--- src/rtl/wt_mem_arbiter.sv ---
`default_nettype none
// ============================================================================
// Module   : wt_mem_arbiter
// Purpose  : N-port round-robin front end merging L1 client request streams
//            onto a single memory request/return channel. Each request gets
//            a {port, tid} tag, in-flight tags are tracked per port, a per-port
//            outstanding limit is enforced, and returns are routed back to the
//            issuing port.
// Ports    : clk_i, rst_i (async, active-high)
//            req_i/ack_o, addr_i, wdata_i, rtype_i, tid_i : client requests
//            rtrn_vld_o, rtrn_tid_o, rtrn_data_o          : client returns
//            mem_req_o/mem_gnt_i, mem_addr_o, mem_wdata_o,
//            mem_type_o, mem_tag_o                        : memory request
//            mem_rtrn_vld_i, mem_rtrn_tag_i, mem_rtrn_data_i : memory return
//            idle_o : nothing held, nothing in flight
//            err_o  : sticky, a return arrived for a tag not in flight
// Revision : 1.0 - initial release
// ============================================================================
module wt_mem_arbiter #(
   parameter  int NumPorts       = 3,
   parameter  int AddrWidth      = 56,
   parameter  int DataWidth      = 64,
   parameter  int RtrnWidth      = 128,
   parameter  int TidWidth       = 2,
   parameter  int MaxOutstanding = 4,
   localparam int PortW          = (NumPorts > 1) ? $clog2(NumPorts) : 1,
   localparam int TagW           = PortW + TidWidth
) (
   input  logic                            clk_i,
   input  logic                            rst_i,
   input  logic [NumPorts-1:0]             req_i,
   output logic [NumPorts-1:0]             ack_o,
   input  logic [NumPorts*AddrWidth-1:0]   addr_i,
   input  logic [NumPorts*DataWidth-1:0]   wdata_i,
   input  logic [NumPorts*2-1:0]           rtype_i,
   input  logic [NumPorts*TidWidth-1:0]    tid_i,
   output logic [NumPorts-1:0]             rtrn_vld_o,
   output logic [TidWidth-1:0]             rtrn_tid_o,
   output logic [RtrnWidth-1:0]            rtrn_data_o,
   output logic                            mem_req_o,
   input  logic                            mem_gnt_i,
   output logic [AddrWidth-1:0]            mem_addr_o,
   output logic [DataWidth-1:0]            mem_wdata_o,
   output logic [1:0]                      mem_type_o,
   output logic [TagW-1:0]                 mem_tag_o,
   input  logic                            mem_rtrn_vld_i,
   input  logic [TagW-1:0]                 mem_rtrn_tag_i,
   input  logic [RtrnWidth-1:0]            mem_rtrn_data_i,
   output logic                            idle_o,
   output logic                            err_o
);

   localparam int              NumTids   = 2**TidWidth;
   localparam int              CntW      = $clog2(MaxOutstanding + 1);
   localparam logic [CntW-1:0] c_max_cnt = CntW'(MaxOutstanding);

   // Tracking state
   logic [NumPorts-1:0][NumTids-1:0] r_busy;
   logic [NumPorts-1:0][CntW-1:0]    r_cnt;
   logic [PortW-1:0]                 r_rr;

   // Output register
   logic                 r_mem_vld;
   logic [AddrWidth-1:0] r_mem_addr;
   logic [DataWidth-1:0] r_mem_wdata;
   logic [1:0]           r_mem_type;
   logic [TagW-1:0]      r_mem_tag;

   // Return path
   logic [NumPorts-1:0]  r_rtrn_vld;
   logic [TidWidth-1:0]  r_rtrn_tid;
   logic [RtrnWidth-1:0] r_rtrn_data;
   logic                 r_err;

   logic                 w_free;
   logic                 w_found;
   logic                 w_acc;
   logic [PortW-1:0]     w_win;
   logic [TidWidth-1:0]  w_win_tid;
   logic [NumPorts-1:0]  w_elig;
   logic [NumPorts-1:0]  w_ack;
   logic [PortW-1:0]     w_rt_port;
   logic [TidWidth-1:0]  w_rt_tid;
   logic [NumPorts-1:0]  w_rt_oh;
   logic                 w_rt_bad;

   // The register can take a new entry when empty or when being drained now.
   assign w_free    = !r_mem_vld || mem_gnt_i;
   assign w_rt_port = mem_rtrn_tag_i[TagW-1:TidWidth];
   assign w_rt_tid  = mem_rtrn_tag_i[TidWidth-1:0];
   assign w_win_tid = tid_i[int'(w_win)*TidWidth +: TidWidth];

   // Eligibility looks only at registered busy/count state; a return in the
   // current cycle frees its slot from the next cycle on.
   always_comb begin : p_elig
      w_elig = '0;
      for (int p = 0; p < NumPorts; p++) begin
         w_elig[p] = req_i[p]
                   && !r_busy[p][tid_i[p*TidWidth +: TidWidth]]
                   && (r_cnt[p] < c_max_cnt);
      end
   end

   // Round-robin search starting at the pointer.
   always_comb begin : p_arb
      int idx;
      idx     = 0;
      w_found = 1'b0;
      w_win   = '0;
      for (int i = 0; i < NumPorts; i++) begin
         idx = int'(r_rr) + i;
         if (idx >= NumPorts) idx = idx - NumPorts;
         if (!w_found && w_elig[PortW'(idx)]) begin
            w_found = 1'b1;
            w_win   = PortW'(idx);
         end
      end
   end

   // Ack is held low while reset is asserted so outputs show reset values
   // even if clients keep their requests up.
   assign w_acc = w_free && w_found && !rst_i;
   assign w_ack = w_acc ? (NumPorts'(1) << w_win) : '0;
   assign ack_o = w_ack;

   // A return is forwarded only for an in-range port with its busy bit set.
   always_comb begin : p_rtrn_dec
      w_rt_oh = '0;
      for (int p = 0; p < NumPorts; p++) begin
         if (mem_rtrn_vld_i && (w_rt_port == PortW'(p)) && r_busy[p][w_rt_tid]) begin
            w_rt_oh[p] = 1'b1;
         end
      end
   end
   assign w_rt_bad = mem_rtrn_vld_i && (w_rt_oh == '0);

   always_ff @(posedge clk_i or posedge rst_i) begin : p_track
      if (rst_i) begin
         r_busy <= '0;
         r_cnt  <= '0;
         r_rr   <= '0;
      end else begin
         for (int p = 0; p < NumPorts; p++) begin
            // Accept and return on one port always target different tids.
            if (w_rt_oh[p]) r_busy[p][w_rt_tid] <= 1'b0;
            if (w_ack[p])   r_busy[p][tid_i[p*TidWidth +: TidWidth]] <= 1'b1;
            r_cnt[p] <= r_cnt[p] + CntW'(w_ack[p]) - CntW'(w_rt_oh[p]);
         end
         if (w_acc) begin
            r_rr <= (int'(w_win) == NumPorts - 1) ? '0 : w_win + 1'b1;
         end
      end
   end

   always_ff @(posedge clk_i or posedge rst_i) begin : p_outreg
      if (rst_i) begin
         r_mem_vld   <= 1'b0;
         r_mem_addr  <= '0;
         r_mem_wdata <= '0;
         r_mem_type  <= '0;
         r_mem_tag   <= '0;
      end else if (w_acc) begin
         r_mem_vld   <= 1'b1;
         r_mem_addr  <= addr_i[int'(w_win)*AddrWidth +: AddrWidth];
         r_mem_wdata <= wdata_i[int'(w_win)*DataWidth +: DataWidth];
         r_mem_type  <= rtype_i[int'(w_win)*2 +: 2];
         r_mem_tag   <= {w_win, w_win_tid};
      end else if (mem_gnt_i) begin
         r_mem_vld   <= 1'b0;
      end
   end

   always_ff @(posedge clk_i or posedge rst_i) begin : p_return
      if (rst_i) begin
         r_rtrn_vld  <= '0;
         r_rtrn_tid  <= '0;
         r_rtrn_data <= '0;
         r_err       <= 1'b0;
      end else begin
         r_rtrn_vld <= w_rt_oh;
         if (w_rt_oh != '0) begin
            r_rtrn_tid  <= w_rt_tid;
            r_rtrn_data <= mem_rtrn_data_i;
         end
         if (w_rt_bad) r_err <= 1'b1;
      end
   end

   assign mem_req_o   = r_mem_vld;
   assign mem_addr_o  = r_mem_addr;
   assign mem_wdata_o = r_mem_wdata;
   assign mem_type_o  = r_mem_type;
   assign mem_tag_o   = r_mem_tag;
   assign rtrn_vld_o  = r_rtrn_vld;
   assign rtrn_tid_o  = r_rtrn_tid;
   assign rtrn_data_o = r_rtrn_data;
   assign err_o       = r_err;
   assign idle_o      = !r_mem_vld && (r_cnt == '0);

endmodule
`default_nettype wire

--- config.mk ---
export PLATFORM = sky130hd
export DESIGN_NAME = wt_mem_arbiter
export DESIGN_NICKNAME = d
export VERILOG_FILES = /design/src/rtl/wt_mem_arbiter.sv
export SDC_FILE = /design/constraint.sdc
export NUM_CORES = 1
export LEC_CHECK = 0
export ABC_AREA = 1
export CORE_AREA = 5 5 299 301
export CTS_CLUSTER_SIZE = 20
export DETAILED_ROUTE_END_ITERATION = 6
export DIE_AREA = 0 0 304 306
export REMOVE_ABC_BUFFERS = 1
export SYNTH_ARGS = -nofsm -noshare
export SYNTH_HDL_FRONTEND = slang
export SYNTH_SLANG_ARGS = --single-unit
--- constraint.sdc ---
create_clock -name clk_i -period 12.6 [get_ports clk_i]
set_clock_uncertainty 0.15 [all_clocks]
set_input_delay 2.52 -clock clk_i [delete_from_list [all_inputs] [get_ports clk_i]]
set_output_delay 2.52 -clock clk_i [all_outputs]
set_load 0.005 [all_outputs]
==> results of run 1 <==
## layout make-up
type / count / area [um^2] / share of cell area, %
Inverter: 176 / 673.1 / 2.748
Multi-Input combinational cell: 1081 / 6033 / 24.63
Clock inverter: 12 / 234.0 / 0.9552
Antenna cell: 7 / 17.52 / 0.07151
Timing Repair Buffer: 791 / 7878 / 32.16
Clock buffer: 56 / 1109 / 4.525
Sequential cell: 284 / 7107 / 29.01
Tap cell: 1155 / 1445 / 5.899
## sequential cells by signal, indices dropped and copies added, names as in the netlist
signal / cells
err_o: 1
mem_addr_o: 56
mem_req_o: 1
mem_tag_o: 4
mem_type_o: 2
mem_wdata_o: 64
r_busy: 12
r_cnt: 9
r_rr: 2
rtrn_data_o: 128
rtrn_tid_o: 2
rtrn_vld_o: 3
## per-stage QoR
step / hold slack, ns / util (%) / area (um^2)
2_1_floorplan: 0.3143 / - / 13760
3_3_place_gp: 0.3129 / 26.79 / 23140
3_5_place_dp: 0.3234 / 26.79 / 23140
4_1_cts: 0.3389 / 28.35 / 24480
5_1_grt: 0.3654 / 28.35 / 24480
6_report: 0.3347 / 28.37 / 24500
## routing by layer
metal  vias up  GRT usage (%)  part of all wire, %  wire (um)
met5         -              0                0.038         26
met4         4          4.081                  2.7       1882
met3        95          4.763                  8.7       5971
met2       620          23.78                   48      33220
met1      6855          16.87                   40      27680
li1       6732              -                    -          -
## where the power goes
part | switching [W] | total [W] | internal, W
clock | 0.000470 | 0.00117 | 0.000701
combinational | 0.00210 | 0.00377 | 0.00167
sequential | 0.000257 | 0.00165 | 0.00139
## final timing paths
check | cells after the start | to | start | slack (ns)
setup / recovery | 14 | ack_o[2] | tid_i[5] | 3.80
hold / removal | 1 | err_o | err_o | 0.33
setup reg to reg | 17 | r_cnt[8] | r_rr[0] | 8.55
hold reg to reg | 1 | err_o | err_o | 0.33
max in group asynchronous | 4 | mem_addr_o[35] | rst_i | 8.17
min in group asynchronous | 2 | rtrn_data_o[57] | rst_i | 2.16
## layout by cell type, fill, tap and decap left out, drive strengths merged
master and count:
buf 16, or2 98, mux2 129, clkinv 5, nand3b 1, clkdlybuf4s50 775, o21bai 1, dfrtp 284
fa 3, ha 9, nor4 1, xor2 2, clkinvlp 2, a21oi 99, o21ai 24, nand2 431
diode 7, nor3 2, clkbuf 56, xnor2 3, o2111ai 1, nor3b 1, nor2 19, nand4 4
inv 177, nand3 249, bufinv 4, a22oi 4
## logic make-up (layout without fill, tap and decap cells)
group | Yosys count | count (layout) | synth area share [%]
buffers and inverters | 270 | 1035 | 8.246
flip-flops | 284 | 284 | 49.77
adder cells (fa/ha/maj) | 12 | 12 | 1.209
other | 0 | 7 | 0
AO/OA/AOI/OAI | 129 | 129 | 4.636
XOR/XNOR | 5 | 5 | 0.3068
AND/OR/NAND/NOR | 806 | 806 | 25.66
multiplexers | 129 | 129 | 10.17
## worst reg2reg max path, stage by stage (launching register included)
cell     delay (ns)
dfrtp_1        0.34
inv_1          0.06
ha_1           0.34
inv_1          0.10
nor2_1         0.09
nand3_1        0.10
nand2_1        0.12
nor2_4         0.06
nand3_1        0.13
nand3_4        0.47
inv_4          0.66
nand2_1        0.33
inv_1          0.16
ha_1           0.15
inv_1          0.05
fa_1           0.37
xnor2_1        0.19
xor2_1         0.16
==> flow_summary_export.csv, run 1 <==
group,metric,value,unit
detailed_routing,drt_iter0_markers,908,
logic_synthesis,syn_area,14280,um^2
die,start_util,16.54,%
clocking,cts_setup_buffers,0,
setup_path,max_stage_delay,0.63,ns
timing,finalHoldViolCount,0,
placed_design,portBuffers,775,
global_routing,grt_usage,13.98,%
die,fp-row-count,108,
clocking,ctsLongestPathBuffers,3,
power_and_ir_drop,ir_drop,0.2497,mV
logic_synthesis,synth.most_common_cell,"nand2_1",
setup_path,cpLargestDelayFamily,"buffers and inverters",
setup_path,cp-end-kind,"output pin",
finish,layout-drive-gt1-share,9.917,%
die,die_h,306,um
setup_path,worstPathArrival,6.13,ns
finish,nNetsFinal,2895,
placed_design,pre_cts_slack,3.633,ns
logic_synthesis,synthTopCellsByCount,"427 x nand2_1, 284 x dfrtp_1, 247 x nand3_1",
logic_synthesis,ys_dominant_reg_cell,"dfrtp_1",
logic_synthesis,syn_inst,1635,
logic_synthesis,synth-edff-count,0,
logic_synthesis,synth_top_area_share,49.77,%
timing,fin_crit_sh,69.86,%
setup_path,cp.required,9.93,ns
global_routing,grt_pass1_vias,14955,
clocking,htree_levels,2,
placed_design,dp_hpwl,52230,um
global_routing,grt_pass1_wl,99980,um
detailed_routing,num_vias,14306,
power_and_ir_drop,power_leakage,10.66,nW
power_and_ir_drop,p_per_area,269.0,nW/um^2
global_routing,overflow,0,
logic_synthesis,synth_seq_cells,284,
die,core,86350,um^2
logic_synthesis,seq_area_frac_synth,49.77,%
placed_design,dp.cells,3487,
clocking,hold_buffers,0,
clocking,clk_pin_slew,0.05,ns
finish,area_growth,71.56,%
detailed_routing,route.detailed.drc,0,
hold_path,hp-class,"register to register",
timing,setup_viol,0,
global_routing,grt_max_degree,81,
setup_path,crit_fanout,49,
detailed_routing,wl_per_cell,19.31,um
clocking,clkSinkCount,284,
logic_synthesis,synth_area_leaders,"dfrtp_1 50%, nand2_1 11%, mux2_2 10%",
timing,slew_viol_final,0,
die,ios,776,
setup_path,cp_common_cell,"nand2_1",
timing,setup_tns,0,ns
power_and_ir_drop,design_power_total,0.006590,W
die,die-area,93020,um^2
timing,max_slew.worst_pin.slew,1.014,ns
flow_run,drv_cap,0,
timing,layout_setup_ws,3.798,ns
logic_synthesis,yosysWarningCount,0,
setup_path,cp_cell_sequence,"clkdlybuf4s50_1 > inv_2 > nand2_1 > nor2_1 > nor2_2 > nand3_1 > nand2_1 > nand2_4 > nand3_1 > nand3_4 > inv_4 > nand2_1 > inv_1 > clkdlybuf4s50_1",
detailed_routing,vias_per_cell,4.016,
clocking,cts-resized-gates,0,
detailed_routing,ant_nets,0,
logic_synthesis,syn_avg_cell_area,8.733,um^2
logic_synthesis,yosys.area.top_type,"dfrtp_1",
setup_path,cp_slowest_cell,"inv_4",
clocking,cts_buffers,38,
clocking,clkLatencyLatePin,0.59,ns
finish,fill_cells,9137,
setup_path,critical_path_class,"input pin to output pin",
placed_design,gp_congestion,0.9279,
logic_synthesis,synth-async-reset-ratio,100.0,%
global_routing,antenna_found_initial,9,
clocking,root_buffer,"clkbuf_16",
outcome,outcome,"complete, no violations",
clocking,cts_tree,"built",
timing,period_needed,8.802,ns
timing,slew_headroom,32.38,%
setup_path,startpoint_type,"input pin",
detailed_routing,drt_pre_antenna_iters,5,
setup_path,worstPathBufferInverterCount,5,
logic_synthesis,ys_types,34,
timing,rsz0062_at_grt,"no",
timing,max_freq,113.6,MHz
finish,instances_no_fill,3562,
detailed_routing,drt_wl_total,68780,um
die,die_w,304,um
No activity file was read; power rests on OpenSTA's default activity.
==> inputs of run 2 (changes only) <==
- clock period: 12.6 -> 7.6 ns (I/O delays scaled with it)
==> flow_summary_export.csv, run 2 (same netlist as run 1, synthesis figures left out) <==
group,metric,value,unit
clocking,clkLatencyLatePin,0.56,ns
placed_design,portBuffers,775,
finish,final_common_cell,"clkdlybuf4s50_1",
setup_path,startpoint_type,"input pin",
finish,area_growth,72.02,%
clocking,cts_tree,"built",
clocking,ctsLongestPathBuffers,3,
detailed_routing,drt_pre_antenna_iters,5,
outcome,outcome,"complete, no violations",
detailed_routing,drt_iter0_markers,727,
timing,rsz0062_at_grt,"no",
global_routing,antenna_found_initial,12,
clocking,clkSinkCount,284,
timing,setup_viol,0,
finish,seqCellArea,7107,um^2
power_and_ir_drop,p_switching,0.004641,W
finish,largest_reg_flops,128,
finish,fill_cells,9185,
die,start_util,16.54,%
clocking,cts-resized-gates,0,
timing,slew_headroom,39.47,%
setup_path,r2r-end,"mem_addr_o[32]",
finish,multiInputGateArea,6033,um^2
setup_path,crit_start,"tid_i[5]",
clocking,root_buffer,"clkbuf_16",
placed_design,dp_hpwl,52240,um
die,die_w,304,um
placed_design,pre_cts_slack,1.260,ns
power_and_ir_drop,power_frac_seq,25.0,%
setup_path,critical_path_class,"input pin to output pin",
clocking,hold_buffers,0,
detailed_routing,route.detailed.drc,0,
setup_path,cp.required,5.93,ns
clocking,clk_pin_slew,0.06,ns
detailed_routing,drt_wl_total,68160,um
global_routing,grt_max_degree,85,
die,fp-row-count,108,
setup_path,worstPathArrival,4.56,ns
power_and_ir_drop,p_int,0.006267,W
power_and_ir_drop,swShare,42.55,%
global_routing,grt_pass1_vias,15027,
global_routing,grt_usage,13.93,%
finish,layout-drive-gt1-share,10.26,%
timing,finalHoldViolCount,0,
finish,final_cell_mix,"775 x clkdlybuf4s50_1, 427 x nand2_1, 284 x dfrtp_1",
global_routing,use_met2,23.82,%
setup_path,r2r_start,"r_rr[0]",
power_and_ir_drop,design_power_total,0.01091,W
hold_path,hp-class,"register to register",
die,core,86350,um^2
die,die-area,93020,um^2
power_and_ir_drop,pwr-share-clk,17.7,%
detailed_routing,vias_per_cell,3.996,
setup_path,critPathCapture,"ack_o[2]",
global_routing,grt.met1_usage,16.65,%
power_and_ir_drop,ir_drop,0.2377,mV
setup_path,r2r_slack,3.78,ns
timing,slew_viol_final,0,
timing,whs,0.3266,ns
timing,period_needed,6.227,ns
finish,nNetsFinal,2900,
die,ios,776,
setup_path,r2r_cells,16,
detailed_routing,num_vias,14261,
power_and_ir_drop,p_per_area,444.1,nW/um^2
detailed_routing,wl_per_cell,19.10,um
global_routing,use_met3,4.866,%
flow_run,drv_cap,0,
setup_path,crit_fanout,45,
global_routing,busiest_layer,"met2",
placed_design,gp_congestion,0.8856,
clocking,htree_levels,2,
global_routing,overflow,0,
power_and_ir_drop,p_comb_share,57.3,%
timing,layout_setup_ws,1.373,ns
global_routing,grt_pass1_wl,99570,um
timing,max_freq,160.6,MHz
die,die_h,306,um
clocking,cts_buffers,38,
timing,max_slew.worst_pin.slew,0.9080,ns
power_and_ir_drop,power_leakage,10.70,nW
detailed_routing,ant_nets,0,
setup_path,cp-end-kind,"output pin",
clocking,cts_setup_buffers,0,
timing,fin_crit_sh,81.94,%
## run 2: cell types whose count changed in the layout (fill, tap and decap cells not counted)
cell and delta:
clkinv_2 +3, buf_4 +4, clkbuf_1 -2, clkinv_4 +1, buf_12 +1
## run 2: final cells by class
class	instances	area share, %
diodes	7	0.07132
clock buffers	54	4.483
clock inverters	16	1.049
inverters	176	2.741
multi-input cells	1081	24.56
flip-flops and latches	284	28.93
well taps	1155	5.884
repair buffers	796	32.28
## run 2: metrics by stage
step	setup TNS, ns	instances	cell area, um^2	util, %
4_1_cts	0	3562	24540	28.43
3_5_place_dp	0	3492	23190	26.85
2_1_floorplan	-1404.61	1541	13760	-
3_3_place_gp	0	3492	23190	26.85
6_report	0	3569	24560	28.45
5_1_grt	0	3564	24550	28.43
## run 2: critical path, stage by stage
cell and delay [ns]:
clkdlybuf4s50_1 0.61, inv_2 0.07, nand2_1 0.10, nor2_1 0.05, nor2_2 0.17, nand2_1 0.09, nor2_2 0.16, nor2_4 0.07
nand3_1 0.14, nand3_4 0.09, inv_4 0.39, nand2_1 0.31, inv_1 0.17, clkdlybuf4s50_1 0.59
## run 2: power by group through the flow
stage	registers (W)	logic (W)	clock network (W)
4_1_cts	0.00274	0.00637	0.00200
6_report	0.00273	0.00625	0.00193
3_3_place_gp	0.00273	0.00632	0
5_1_grt	0.00282	0.00691	0.00206
2_1_floorplan	0.00274	0.00308	0
3_5_place_dp	0.00275	0.00634	0
## run 2: worst min path at each step
stage | from | to | slack (ns) | cells after the start
global route | r_cnt[2] | r_cnt[2] | 0.36 | 1
global placement | err_o | err_o | 0.31 | 1
floorplan | r_cnt[2] | r_cnt[2] | 0.31 | 1
CTS | err_o | err_o | 0.34 | 1
finish | err_o | err_o | 0.33 | 1
detailed placement | err_o | err_o | 0.31 | 1
## run 2: per-layer routing
metal / vias up / part of all wire, %
li1: 6748 / -
met1: 6804 / 40
met2: 608 / 48
met3: 99 / 8.9
met4: 2 / 2.9
met5: - / 0.010
==> inputs of run 3 (changes only) <==
- clock period: 7.6 -> 5.7 ns (I/O delays scaled with it)
==> flow_summary_export.csv, run 3 (same netlist as run 1, synthesis figures left out) <==
group,metric,value,unit
finish,nNetsFinal,2896,
die,die_w,304,um
outcome,outcome,"complete, no violations",
global_routing,overflow,0,
global_routing,grt_max_degree,133,
clocking,htree_levels,2,
global_routing,grt_pass1_vias,15239,
die,die-area,93020,um^2
flow_run,drv_cap,0,
setup_path,worstPathArrival,3.80,ns
timing,slew_viol_final,0,
setup_path,cp-end-kind,"output pin",
clocking,clk_pin_slew,0.05,ns
detailed_routing,ant_nets,0,
detailed_routing,num_vias,14219,
placed_design,portBuffers,775,
detailed_routing,drt_pre_antenna_iters,5,
detailed_routing,drt_wl_total,67920,um
power_and_ir_drop,design_power_total,0.01438,W
clocking,root_buffer,"clkbuf_16",
global_routing,grt_pass1_wl,99020,um
detailed_routing,vias_per_cell,3.988,
clocking,clkSinkCount,284,
timing,max_slew.worst_pin.slew,0.9700,ns
clocking,cts-resized-gates,0,
die,ios,776,
timing,rsz0062_at_grt,"no",
finish,layout-drive-gt1-share,10.03,%
timing,finalHoldViolCount,0,
die,die_h,306,um
power_and_ir_drop,power_leakage,10.64,nW
clocking,ctsLongestPathBuffers,3,
die,start_util,16.54,%
clocking,cts_tree,"built",
placed_design,dp_hpwl,51710,um
timing,setup_viol,0,
global_routing,grt_usage,13.82,%
setup_path,max_stage_delay,0.60,ns
setup_path,cp_slowest_cell,"clkdlybuf4s50_1",
setup_path,startpoint_type,"input pin",
setup_path,cp.required,4.41,ns
die,core,86350,um^2
timing,slew_headroom,35.33,%
finish,final_common_cell,"clkdlybuf4s50_1",
detailed_routing,drt_iter0_markers,1058,
setup_path,critical_path_class,"input pin to output pin",
setup_path,cp_cell_sequence,"clkdlybuf4s50_1 > inv_2 > nand2_1 > nor2_1 > nor2_2 > nand3_1 > nand2_1 > nand2_4 > nand2_1 > nand2_1 > nand2_8 > nand2_1 > inv_1 > clkdlybuf4s50_1",
detailed_routing,route.detailed.drc,0,
finish,final_cell_mix,"775 x clkdlybuf4s50_1, 427 x nand2_1, 284 x dfrtp_1",
timing,period_needed,5.092,ns
clocking,hold_buffers,0,
timing,max_freq,196.4,MHz
placed_design,gp_congestion,0.8636,
clocking,cts_buffers,39,
hold_path,hp-class,"register to register",
timing,fin_crit_sh,89.33,%
detailed_routing,wl_per_cell,19.05,um
die,fp-row-count,108,
clocking,clkLatencyLatePin,0.54,ns
global_routing,antenna_found_initial,15,
finish,largest_reg_flops,128,
clocking,cts_setup_buffers,0,
timing,whs,0.3278,ns
power_and_ir_drop,p_per_area,588.3,nW/um^2
setup_path,crit_fanout,21,
setup_path,cp_common_cell,"nand2_1",
power_and_ir_drop,ir_drop,0.6090,mV
finish,area_growth,71.25,%
[run 3: cell types whose count changed in the layout (fill, tap and decap cells not counted), moves of 3 or more]
cell and delta:
buf_4 -8, clkinv_2 +4, buf_12 +3, bufinv_16 -3, clkbuf_8 -3
[run 3: worst paths after layout]
kind / startpoint / to / slack [ns] / depth (start not counted)
max reg2reg: r_rr[0] / mem_addr_o[51] / 2.25 / 15
min: err_o / err_o / 0.33 / 1
min in group asynchronous: rst_i / rtrn_data_o[37] / 0.84 / 2
max in group asynchronous: rst_i / mem_wdata_o[26] / 3.35 / 3
max: tid_i[5] / ack_o[2] / 0.61 / 14
min reg2reg: err_o / err_o / 0.33 / 1
[run 3: critical path, delay by kind of cell]
kind | cells | cell delay, ns
simple gates | 10 | 1.23
buf+inv | 4 | 1.42
[run 3: stage by stage]
stage	cell area (um^2)	util (%)	worst slack (ns)	TNS (ns)	instances
3_5_place_dp	23190	26.85	0.6339	0	3487
4_1_cts	24430	28.30	0.6117	0	3557
3_3_place_gp	23190	26.85	0.6604	0	3487
2_1_floorplan	13760	-	-8.314	-2121.58	1541
5_1_grt	24440	28.31	0.4133	0	3562
6_report	24450	28.32	0.6079	0	3565
[run 3: cell type report]
class	instances	area, um^2
clock inverter	17	157.7
antenna	8	20.02
sequential	284	7107
tap	1155	1445
fill	9191	61900
multi-input combinational	1081	6033
inverter	176	673.1
clock buffer	53	1089
timing repair buffer	791	7928
[run 3: layer usage]
metal | vias up | track usage, % | part of all wire (%)
met5 | - | 0 | 0.084
met4 | 8 | 5.285 | 3.6
met3 | 116 | 5.198 | 8.9
met2 | 600 | 22.77 | 47
met1 | 6760 | 16.47 | 41
li1 | 6735 | - | -
[run 3: report_power, final]
group          switching (W)  internal [W]  total, W  leakage (nW)
clock                0.00100       0.00140   0.00240         0.607
combinational        0.00460       0.00374   0.00834          6.72
sequential          0.000572       0.00308   0.00365          3.31
